## src/rtl/prog_counter.sv

```systemverilog
// prog_counter -- programmable up/down counter with a tick prescaler.
//
// A start pulse captures the configuration (term, prescale, oneshot, down)
// into shadow registers and begins counting. The counter advances once every
// prescale+1 clocks. When it reaches its end value it emits a one-clock strobe.
// It then either reloads and keeps running (periodic mode) or parks in DONE
// (one-shot mode).
//
// Parameters:
//   DW        counter width in bits
//   PW        prescaler width in bits
// Ports:
//   clk       system clock, rising edge
//   reset     asynchronous active-high reset
//   start     one-cycle pulse: capture config, load start value, enter RUN
//   stop      one-cycle pulse: abort to IDLE (wins over start)
//   oneshot   1 = stop after first terminal event, 0 = periodic
//   down      1 = count term..0, 0 = count 0..term
//   term      terminal value
//   prescale  tick divider, one step every prescale+1 clocks
//   cntr      current count (registered)
//   strb      one-clock pulse per terminal event (registered)
//   busy      high while in RUN
//   done      sticky one-shot completion flag (state == DONE)

module prog_counter #(
    parameter int DW = 12,
    parameter int PW = 8
) (
    input  logic          clk,
    input  logic          reset,
    input  logic          start,
    input  logic          stop,
    input  logic          oneshot,
    input  logic          down,
    input  logic [DW-1:0] term,
    input  logic [PW-1:0] prescale,
    output logic [DW-1:0] cntr,
    output logic          strb,
    output logic          busy,
    output logic          done
);

    typedef enum logic [1:0] {
        IDLE = 2'd0,
        RUN  = 2'd1,
        DONE = 2'd2
    } state_t;

    state_t        state, state_n;
    logic [DW-1:0] cntr_n;
    logic [PW-1:0] presc, presc_n;
    logic          strb_n;

    logic [DW-1:0] term_q, term_n;
    logic [PW-1:0] prescale_q, prescale_n;
    logic          oneshot_q, oneshot_n;
    logic          down_q, down_n;

    logic          tick;
    logic [DW-1:0] start_val;
    logic [DW-1:0] end_val;

    // Start and end values come from the shadow copies, so input changes
    // during a run have no effect until the next start.
    assign tick      = (presc == prescale_q);
    assign start_val = down_q ? term_q : '0;
    assign end_val   = down_q ? '0 : term_q;

    assign busy = (state == RUN);
    assign done = (state == DONE);

    // Register all state. Reset clears everything, including the shadows.
    always_ff @(posedge clk or posedge reset) begin
        if (reset) begin
            state      <= IDLE;
            cntr       <= '0;
            presc      <= '0;
            strb       <= 1'b0;
            term_q     <= '0;
            prescale_q <= '0;
            oneshot_q  <= 1'b0;
            down_q     <= 1'b0;
        end else begin
            state      <= state_n;
            cntr       <= cntr_n;
            presc      <= presc_n;
            strb       <= strb_n;
            term_q     <= term_n;
            prescale_q <= prescale_n;
            oneshot_q  <= oneshot_n;
            down_q     <= down_n;
        end
    end

    // Next-state logic. Priority is stop, then start, then normal RUN
    // activity. strb defaults to 0, so it is a single-clock pulse that
    // only a terminal tick raises.
    always_comb begin
        state_n    = state;
        cntr_n     = cntr;
        presc_n    = presc;
        strb_n     = 1'b0;
        term_n     = term_q;
        prescale_n = prescale_q;
        oneshot_n  = oneshot_q;
        down_n     = down_q;

        if (stop) begin
            state_n = IDLE;
            presc_n = '0;
        end else if (start) begin
            // The shadows are not written yet on this edge, so the start
            // value is taken directly from the inputs.
            term_n     = term;
            prescale_n = prescale;
            oneshot_n  = oneshot;
            down_n     = down;
            cntr_n     = down ? term : '0;
            presc_n    = '0;
            state_n    = RUN;
        end else if (state == RUN) begin
            if (tick) begin
                presc_n = '0;
                if (cntr == end_val) begin
                    strb_n = 1'b1;
                    if (oneshot_q) begin
                        state_n = DONE;
                    end else begin
                        cntr_n = start_val;
                    end
                end else if (down_q) begin
                    cntr_n = cntr - DW'(1);
                end else begin
                    cntr_n = cntr + DW'(1);
                end
            end else begin
                presc_n = presc + PW'(1);
            end
        end
    end

endmodule

```

## config.mk

```make
export PLATFORM = sky130hd
export DESIGN_NAME = prog_counter
export DESIGN_NICKNAME = d
export VERILOG_FILES = /design/src/rtl/prog_counter.sv
export SDC_FILE = /design/constraint.sdc
export NUM_CORES = 1
export LEC_CHECK = 0
export ABC_AREA = 1
export CORE_MARGIN = 4
export CORE_UTILIZATION = 59
export DETAILED_ROUTE_END_ITERATION = 8
export HOLD_SLACK_MARGIN = 0.03
export PLACE_DENSITY = 0.84
export SYNTH_ARGS = -nofsm -noshare
export SYNTH_HDL_FRONTEND = slang
export SYNTH_SLANG_ARGS = --single-unit
```

## constraint.sdc

```tcl
create_clock -name clk -period 4.7 [get_ports clk]
set_input_delay 1.175 -clock clk [delete_from_list [all_inputs] [get_ports clk]]
set_output_delay 1.175 -clock clk [all_outputs]
set_load 0.05 [all_outputs]
```

==> results.md <==
* Outcome: finished clean
* F_max at approximately 310 MHz
* Setup Skew at 7.90 ps
* Dpl cells at 580
* Top post-synthesis cells by area: dfrtp_1 34%, nand2_1 25%, inv_1 5.9%
* Clock transition at path regs at 80 ps
* Post-Synth Simple-Gate Area at 0.399
* Clk_lat worst skew at about 300 ps
* Least-Margin Pin Slew at between 900 and 1000 ps
* Wire length per cell at approximately 14 um
* Top cell type's share of synthesized area at 0.345
* Io pins at 41
* Proportion of layout cells with a drive suffix above 1 at 0.0619
* Post-Syn Area at about 3300 um2
* Die width at a little over 80 um
* Clock buffer depth at 2
* Critical Path Max Stage Delay at approximately 1000 ps
* CTS Buf Count at 5
* CTS Root Cell: clkbuf_8
* CP required at between 4000 and 5000 ps
* P_int at approximately 1000 uW
* Syn nets at 520
* RePlAce Congestion at 0.882
* CP bufs+invs at 1
* Worst Path Max Fanout at 25
* Multiplexer share of the synthesized area at 0.0517
* CTS tree: done
* Worst Hold Class: flip-flop to flip-flop
* Maxcap violations at 0
* Period utilisation layout at 0.676
* Worst setup path category: flip-flop to flip-flop
* Xor and xnor fraction of the mapped netlist area at 0.0322
* Tot Pwr at around 2000 uW
* Slew margin rel. at 0.352
* Nets@finish at between 500 and 600
* Setup slack, reg-to-reg at around 1500 ps
* Slew Viols, Final at 0
* Compound-Gate Fraction of Synth Area at 0.0394
* CP most frequent cell: nand2_1
* Area grow syn2layout at 15.3%
* Combinational family with the most area after synthesis: simple AND/OR/NAND/NOR gates
* Clock Power Share at 0.121
* CTS sink cnt at 45
* Syn Inst Count at between 400 and 500
* Static leakage at between 0.0015 and 0.002 uW
* Sequential area share after synthesis at 0.345
* Post-route ant nets at 0
* Pwr Density at around 530 nW/um2
* DP HPWL at 6030 um
* Critical Path End Type: flip-flop
* Setup_tns at 0 ps
* Setup violators final at 0
* Post-synthesis adder-cell area fraction at 0.0482
* GRT Total Usage at 0.256
* Synth area leader: dfrtp_1
* Netlist cell types at 29
* Die area at between 6000 and 7000 um2
* Iteration-0 DRC Markers at about 280
* I/O Buffers at 40
* Mean Syn Cell Area at between 6 and 7 um2
* Area of the core at 5240 um2
* Gate power share at 0.585
* Pin count of the biggest net entering global routing at between 40 and 50
* Post-CTS sizing at 0
* DR pass1 iterations at 5
* Critical path's slowest cell: dfrtp_1
* Cell Chain, Critical Path: inv_2 > nand3_1 > nand2_1 > nor2_1 > nand2_1 > nor2_4 > nand3_1 > nand2_1 > nand2_1 > nand2_1 > nand2_1
* Synthesis warning total at 0
* Switching share of power at 0.501
* Initial core utilization at 0.624
* Initial antenna violation count at 0
* H-Tree Level Count at 2
* Vias in the first global route at between 2,000 and 3,000
* Final std cells w/o fill at ~600
* Register share of total power at 0.295
* Remaining global-route overflow at 0
* Row Count at 26
* Chip height at 82.4 um
* Kind of cell adding the most delay to the critical path: simple AND/OR/NAND/NOR gates
* Via Count at ~3,200
* Startpoint types: flip-flop
* P_sw at around 1000 uW
* Peak supply drop at approximately 0.33 mV
* Data arrival, critical path at roughly 3400 ps
* # DRC at 0
* Synthesized flop and latch total at 45
* Final Hold Fails at 0
* Total setup buffers inserted after CTS at 0
* Cts hold-fix bufs at 0
* Avg Vias per Cell at between 5 and 6
* RSZ-0062 raised after global routing: no
* Crit path time final at roughly 3200 ps
* DRT Wirelength at about 8300 um
* Diode count at 0
* First-pass GRT wire length at about 13,000 um
[path summary, 6_finish.rpt]
| path | start | end | cells past startpoint |
|---|---|---|---|
| max | down_q$_DFFE_PP0P_ | cntr[5]$_DFFE_PP0P_ | 11 |
| min | prescale_q[1]$_DFFE_PP0P_ | prescale_q[1]$_DFFE_PP0P_ | 2 |
| max reg2reg | down_q$_DFFE_PP0P_ | cntr[5]$_DFFE_PP0P_ | 11 |
| min reg2reg | prescale_q[1]$_DFFE_PP0P_ | prescale_q[1]$_DFFE_PP0P_ | 2 |
| max in group asynchronous | reset | prescale_q[1]$_DFFE_PP0P_ | 2 |
| min in group asynchronous | reset | term_q[3]$_DFFE_PP0P_ | 2 |
[cell usage in the layout, fill, tap and decap left out, types with 2 or more instances in the layout]
cell type	instances
nor3_1	4
nor2_1	33
inv_1	50
nand3b_1	16
mux2_2	15
inv_2	2
nand2_2	3
nor2_4	2
dfrtp_1	45
nand3_1	23
nand2_1	217
clkbuf_8	6
xor2_1	8
a21oi_1	20
ha_1	11
nor4_1	2
clkdlybuf4s50_1	40
nor3b_1	3
o21ai_0	3
xnor2_1	4
nand4_1	3
[logic make-up after synthesis]
logic type | after synthesis
XOR/XNOR | 12
multiplexers | 15
AND/OR/NAND/NOR | 308
flip-flops | 45
buffers and inverters | 65
AO/OA/AOI/OAI | 25
adder cells (fa/ha/maj) | 12
[final cells by class]
type,count,area [um2]
Clock buffer,7,86.3
Fill cell,442,1470
Inverter,52,195
Multi-Input combinational cell,372,1870
Sequential cell,45,1130
Tap cell,70,87.6
Timing Repair Buffer,41,408
[Yosys cell counts]
cell type  instances
nand2_1          217
inv_1             51
dfrtp_1           45
nor2_1            33
nand3_1           23
a21oi_1           20
nand3b_1          16
mux2_2            15
ha_1              11
xor2_1             8
clkbuf_1           5
nor3_1             4
xnor2_1            4
buf_6              3
nand2_2            3
nand4_1            3
nor3b_1            3
o21ai_0            3
buf_2              2
buf_4              2
nor2_4             2
nor4_1             2
a21oi_2            1
buf_1              1
fa_1               1
inv_2              1
nand3_2            1
nor2_2             1
o21ai_1            1
[per-layer routing]
layer  up-vias  GRT usage  share of wire
met4         0     0.0947          0.028
met5         -          0              0
met3        29     0.0347          0.061
met2       130      0.430           0.48
li1       1569          -              -
met1      1451      0.336           0.43
[worst reg2reg max path, delay by kind of cell, from the launching register on]
family                 cells  cell delay [ps]
buffers and inverters      1              440
flip-flops                 1              980
AND/OR/NAND/NOR           10             1670
[stage by stage]
step | worst slack [ps] | hold slack (ps) | instance area [um2] | util
6_report | 1520 | 534 | 3770 | 0.720
2_1_floorplan | 2470 | 475 | 3270 | -
3_5_place_dp | 1600 | 522 | 3680 | 0.703
5_1_grt | 1330 | 561 | 3770 | 0.720
4_1_cts | 1630 | 538 | 3770 | 0.720
3_3_place_gp | 1650 | 509 | 3680 | 0.703
[power by group through the flow]
| stage | sequential (uW) | clock [uW] | combinational (uW) |
|---|---|---|---|
| finish | 593 | 243 | 1180 |
| floorplan | 711 | 0 | 718 |
| CTS | 585 | 247 | 1160 |
| global placement | 588 | 0 | 1120 |
| global route | 601 | 263 | 1310 |
| detailed placement | 592 | 0 | 1150 |
[registers in the layout (all words and copies together) (netlist names)]
signal / flops
strb: 1
prescale_q: 8
oneshot_q: 1
down_q: 1
cntr: 12
state: 2
presc: 8
term_q: 12
Power figures use the tool's default switching activity.
